<file path="config.mk">
export PLATFORM = sky130hd
export DESIGN_NAME = mem_access_unit
export DESIGN_NICKNAME = d
export VERILOG_FILES = /design/src/rtl/mem_access_unit.sv
export SDC_FILE = /design/constraint.sdc
export NUM_CORES = 1
export LEC_CHECK = 0
export ABC_AREA = 1
export BUFFER_PORTS_ARGS = -buffer_cell sky130_fd_sc_hd__clkbuf_2
export CAP_MARGIN = 40
export CORE_ASPECT_RATIO = 1.4
export CORE_UTILIZATION = 40
export DETAILED_ROUTE_END_ITERATION = 7
export PLACE_DENSITY = 0.74
export SLEW_MARGIN = 10
export SYNTH_ARGS = -nofsm -noshare
export SYNTH_HDL_FRONTEND = slang
export SYNTH_SLANG_ARGS = --single-unit
export TNS_END_PERCENT = 1
</file>
<file path="constraint.sdc">
create_clock -name clk -period 13.3 [get_ports clk]
set_input_delay 3.99 -clock clk [delete_from_list [all_inputs] [get_ports clk]]
set_output_delay 3.99 -clock clk [all_outputs]
set_load 0.05 [all_outputs]
</file>
<file path="src/rtl/mem_access_unit.sv">
`default_nettype none
// ============================================================================
// Module      : mem_access_unit
// Description : MEM-stage initiator for a variable-latency data memory.
//               Issues load/store requests, stalls the pipeline until the
//               access completes, flags misaligned accesses and timeouts.
// Revision    : 1.0 - initial release
// ============================================================================
module mem_access_unit #(
    parameter int          TIMEOUT_CYC = 8,
    parameter logic [31:0] ERR_DATA    = 32'hDEADBEEF
) (
    input  logic        clk,
    input  logic        rst,
    input  logic        m_valid,
    input  logic        mm2reg,
    input  logic        mwmem,
    input  logic [31:0] mr,
    input  logic [31:0] mqb,
    output logic        mem_req,
    output logic        mem_we,
    output logic [31:0] mem_addr,
    output logic [31:0] mem_wdata,
    input  logic        mem_ready,
    input  logic [31:0] mem_rdata,
    output logic        stall,
    output logic [31:0] mdo,
    output logic        align_err,
    output logic        timeout_err
);

    localparam int             c_TW    = $clog2(TIMEOUT_CYC + 1);
    localparam logic [c_TW-1:0] c_TLAST = c_TW'(TIMEOUT_CYC - 1);

    localparam logic [1:0] c_IDLE = 2'd0;
    localparam logic [1:0] c_WAIT = 2'd1;
    localparam logic [1:0] c_DONE = 2'd2;

    logic [1:0]      r_state;
    logic [1:0]      w_next;
    logic [c_TW-1:0] r_tcnt;
    logic [31:0]     r_rdata;
    logic            r_is_load;

    logic w_acc;
    logic w_misal;
    logic w_start;
    logic w_hs;
    logic w_timeout;

    // A store wins when both load and store are flagged.
    assign w_acc     = m_valid & (mm2reg | mwmem);
    assign w_misal   = (mr[1:0] != 2'b00);
    assign w_start   = (r_state == c_IDLE) & w_acc & ~w_misal;
    assign w_hs      = (r_state == c_WAIT) & mem_ready;
    assign w_timeout = (r_state == c_WAIT) & ~mem_ready & (r_tcnt == c_TLAST);

    always_ff @(posedge clk or posedge rst) begin
        if (rst) begin
            r_state <= c_IDLE;
        end else begin
            r_state <= w_next;
        end
    end

    always_comb begin
        w_next = r_state;
        case (r_state)
            c_IDLE:  if (w_start) w_next = c_WAIT;
            c_WAIT:  if (w_hs || w_timeout) w_next = c_DONE;
            c_DONE:  w_next = c_IDLE;
            default: w_next = c_IDLE;
        endcase
    end

    // Reset forces the combinational outputs quiet as well as the registers.
    always_comb begin
        stall = 1'b0;
        mdo   = mr;
        case (r_state)
            c_IDLE:  stall = w_start;
            c_WAIT:  stall = 1'b1;
            c_DONE:  mdo   = r_is_load ? r_rdata : mr;
            default: stall = 1'b0;
        endcase
        if (rst) begin
            stall = 1'b0;
            mdo   = '0;
        end
    end

    always_ff @(posedge clk or posedge rst) begin
        if (rst) begin
            mem_req     <= 1'b0;
            mem_we      <= 1'b0;
            mem_addr    <= '0;
            mem_wdata   <= '0;
            align_err   <= 1'b0;
            timeout_err <= 1'b0;
            r_tcnt      <= '0;
            r_rdata     <= '0;
            r_is_load   <= 1'b0;
        end else begin
            align_err   <= (r_state == c_IDLE) & w_acc & w_misal;
            timeout_err <= w_timeout;
            if (w_start) begin
                mem_req   <= 1'b1;
                mem_we    <= mwmem;
                mem_addr  <= mr;
                mem_wdata <= mqb;
                r_tcnt    <= '0;
                r_is_load <= ~mwmem;
            end else if (w_hs) begin
                mem_req <= 1'b0;
                r_rdata <= mem_rdata;
            end else if (w_timeout) begin
                mem_req <= 1'b0;
                r_rdata <= ERR_DATA;
            end else if (r_state == c_WAIT) begin
                r_tcnt <= r_tcnt + 1'b1;
            end
        end
    end

endmodule
`default_nettype wire

</file>
# After elaboration in Yosys (flattened, before gate mapping)
# Index checks and enable logic that the tools add are counted.
# word_totals
ff_bits	107
inputBits	102
output_inout_bits	101
# classes
n_addsub	1
eq_ne	7
muxes	17
bitwise_logic	12
n_reduce_logical	9
# ops
cell	n
two-way mux 32 bit	5
two-way mux 4 bit	4
!= test 2 bit, second input constant	4
bitwise AND 1 bit	7
nonzero test 2 bit	3
adder 4 x 1 -> 4 bit, second input constant	1
== test 4 x 3 -> 1 bit, second input constant	1
two-way mux 1 bit	4
two-way mux 2 bit	2
NOT 1 bit	4
case mux 2 bit (2 select lines)	1
AND reduction 2 bit	2
AND reduction 3 bit	1
nonzero test 3 bit	1
== test 2 x 1 -> 1 bit, second input constant	1
== test 2 bit, second input constant	1
zero test 2 bit	1
case mux 1 bit (2 select lines)	1
logical OR 1 bit	1
OR 1 bit	1

# Logic depth before layout (Yosys ltp)
# logic_depth
depth_word	6
ltp_mapped	7
depth_no_buf	6

# Worst setup path before layout
# Ideal clock, no wire load.
# synth_path
path_kind	input to output
startpoint	in rst
endpoint	out mdo[24]
arrival_time_ns	8.673
required_ns	9.310
slack_ns	0.637
path_stages	4
cell_sequence	inv_1 -> clkbuf_1 -> o21ai_0 -> a21oi_1
# synth_between
elab_chain_cells	1
# synth_lines
element	line	source
start, declared	14	input logic rst,
two-way mux 32 bit	86	if (rst) begin
end, declared	27	output logic [31:0] mdo,
# No other way between the ends.

# Worst setup path after layout
# layout_path
startpoint	in rst
endpoint	out mdo[14]
# Same word-level chain as after synthesis.

==> results.md <==
- Root buffer cell: clkbuf_16
- Final setup violation count: 0
- Number of max-cap violations: 0
- Number of hold buffers added after CTS: 0
- Worst r2r dst: r_rdata[10]
- N_diodes: 0
- Crit path capture type: output port
- Min-delay src: mem_wdata[13]
- # IOs: between 200 and 250
- Final ANT Viol Nets: 0
- Antenna violations before repair: 0
- Hold path cells: 2
- Seq pwr share: 0.403
- Clock tree sinks: ~110
- Final Hold Fails: 0
- First-pass GRT wire length: between 15000 and 20000 um
- Largest net degree at the start of global routing: 70
- Arrival time worst endpoint: about 5800 ps
- Status: finished clean
- Die width: 94.8 um
- Max Transition Viols Final: 0
- Final core occ: 0.527
- Final Skew: 10.4 ps
- H-tree Lvls: 3
- Fin Setup TNS: 0 ps
- Async SR Flop Fraction: 1.00
- CTS buffer count: 9
- Hold crit path type: reg2reg
- Die area: 12500 um2
- RR Startpoint: r_tcnt[0]
- Max Root-Sink Buffers: 2
- Worst Path Max Fanout: 69
- Power share of the clock group: 0.266
- Remaining global-route overflow: 0
- Most frequent cells in the layout: nand2_1, clkbuf_2, dfrtp_1, o21ai_0, nand3_1
- Combinational share of power: 0.331
- Setup slack, reg-to-reg: 11360 ps
- Clock slew at reported path FFs: 60 ps
- Worst-Skew Late Latency: 340 ps
- Syn_nets: 676
- Unrepaired setup endpoints after global routing: no
- Number of synthesized flops with an enable pin: 0
- Data required time of the worst path: slightly above 9000 ps
- Vias/cell: 4.69
- CP startpoint: rst
- Register area: 2680 um2
- Dominant synthesized flop cell: dfrtp_1
- Nets: about 860
- Post-Synthesis Cell Area: 4820 um2
- Row count: 47
- R2R depth: 5
- Initial Util: 0.410
- Worst slew pin tran: between 700 and 800 ps
- Synthesized flop and latch total: ~110
- CP Launch Type: input port
- WL final: 12000 um
- Yosys warns: 0
- Register area share after synthesis: 0.556
- Core Area: 11800 um2
- Post-CTS Resized: 0
- Final period utilization: 0.734
- Area grow syn2layout: 28.6%
- Footprint of the multi-input gates: ~1800 um2
- TritonCTS clock tree: built
- Hold endpoint: mem_wdata[13]
- HPWL after DPL: slightly below 9000 um
- Avg WL per Cell: 13.2 um
- Slew HR: 0.527
- Synth unique cells: 25
- Critical path class: in2out
- Minimum clock period: 9760 ps
- GRT Util Overall: 0.196
- Power Density: 184 nW/um2
- Die Ht: 132 um
- Fraction of layout cells with a size suffix above 1: 0.309
- Initial DRC Count: 205
- DRC: 0
- DRT Pass-1 Iters: 4
- Final hold slack: 479 ps
- Switching power total: 0.454 mW
- IO Port Bufs: 202
- LEAKAGE: between 3 and 4 nW
- Post-Syn Instances: 573
- Net Sw Frac: 0.399
- # Post-CTS Setup Buffers: 0
- Final GP Congestion: 0.801
- Vias: 4251
- Fill count: around 1200
- Syn avg cell area: 8.41 um2
- Vias in the first global route: 3804
- Fmax: 0.102 GHz
- Pint: 0.684 mW
- Maximum VDD drop: 0.0687 mV
[state kept, by name, indices dropped and copies added (netlist names)]
| register | cells |
|---|---|
| r_state | 2 |
| r_rdata | 32 |
| mem_wdata | 32 |
| r_is_load | 1 |
| mem_addr | 32 |
| align_err | 1 |
| mem_we | 1 |
| r_tcnt | 4 |
| mem_req | 1 |
| timeout_err | 1 |
[critical path: stages]
cell      delay (ps)
clkbuf_2         110
inv_4            510
buf_4            500
o21ai_0          170
a21oi_1          140
clkbuf_2         290
[stage by stage]
stage	setup WS [ps]	power (mW)	area, um2	instances
final	3540	1.14	6200	907
after detailed placement	3490	0.843	5860	891
after CTS	3500	1.15	6200	907
after floorplan	637	0.740	4820	573
after global placement	3500	0.836	5840	890
after global routing	3260	1.20	6200	907
[Yosys cell counts (3+ instances only)]
cell | n | area [um2]
nand2_1 | 202 | 758
dfrtp_1 | 107 | 2680
o21ai_0 | 63 | 315
inv_1 | 43 | 161
nand3_1 | 43 | 215
a21oi_1 | 30 | 150
or2_0 | 23 | 144
clkbuf_1 | 14 | 52.6
nor2_1 | 10 | 37.5
buf_2 | 7 | 35.0
buf_6 | 7 | 78.8
buf_4 | 4 | 30.0
inv_2 | 3 | 11.3
[worst max path at each step]
| stage | to | slack, ps | depth (start not counted) |
|---|---|---|---|
| after floorplan | mdo[24] | 640 | 4 |
| after global placement | mdo[7] | 3500 | 6 |
| after CTS | mdo[14] | 3500 | 6 |
| after detailed placement | mdo[14] | 3490 | 6 |
| final | mdo[14] | 3540 | 6 |
| after global routing | mdo[7] | 3260 | 6 |
[routing by layer]
| layer | global-route usage | part of all wire | vias to the layer above |
|---|---|---|---|
| li1 | - | - | 2160 |
| met1 | 0.267 | 0.45 | 1926 |
| met2 | 0.309 | 0.49 | 146 |
| met3 | 0.0300 | 0.045 | 19 |
| met4 | 0.0825 | 0.024 | 0 |
| met5 | 0 | 0 | - |
[power by group through the flow]
| stage | Sequential [mW] | Combinational, mW | Clock [mW] |
|---|---|---|---|
| final | 0.459 | 0.376 | 0.303 |
| after global routing | 0.468 | 0.405 | 0.324 |
| after CTS | 0.458 | 0.380 | 0.311 |
| after detailed placement | 0.464 | 0.379 | 0 |
| after global placement | 0.461 | 0.374 | 0 |
| after floorplan | 0.619 | 0.121 | 0 |
[cells by family after synthesis]
group                      after synthesis  share of synthesized area
xor gates and xnor gates                 1                    0.00182
buffers and inverters                   81                     0.0792
DFF                                    107                      0.556
and+or+nand+nor                        288                      0.260
AOI/OAI and AO/OA                       95                      0.100
adders and majority gates                1                    0.00260
[final cells by class]
cell class	count	area share
Clock buffer	10	0.0369
Clock inverter	6	0.0182
Inverter	46	0.0283
Multi-Input combinational cell	385	0.285
Sequential cell	107	0.432
Tap cell	147	0.0297
Timing Repair Buffer	206	0.170
No activity file was read; power rests on OpenSTA's default activity.
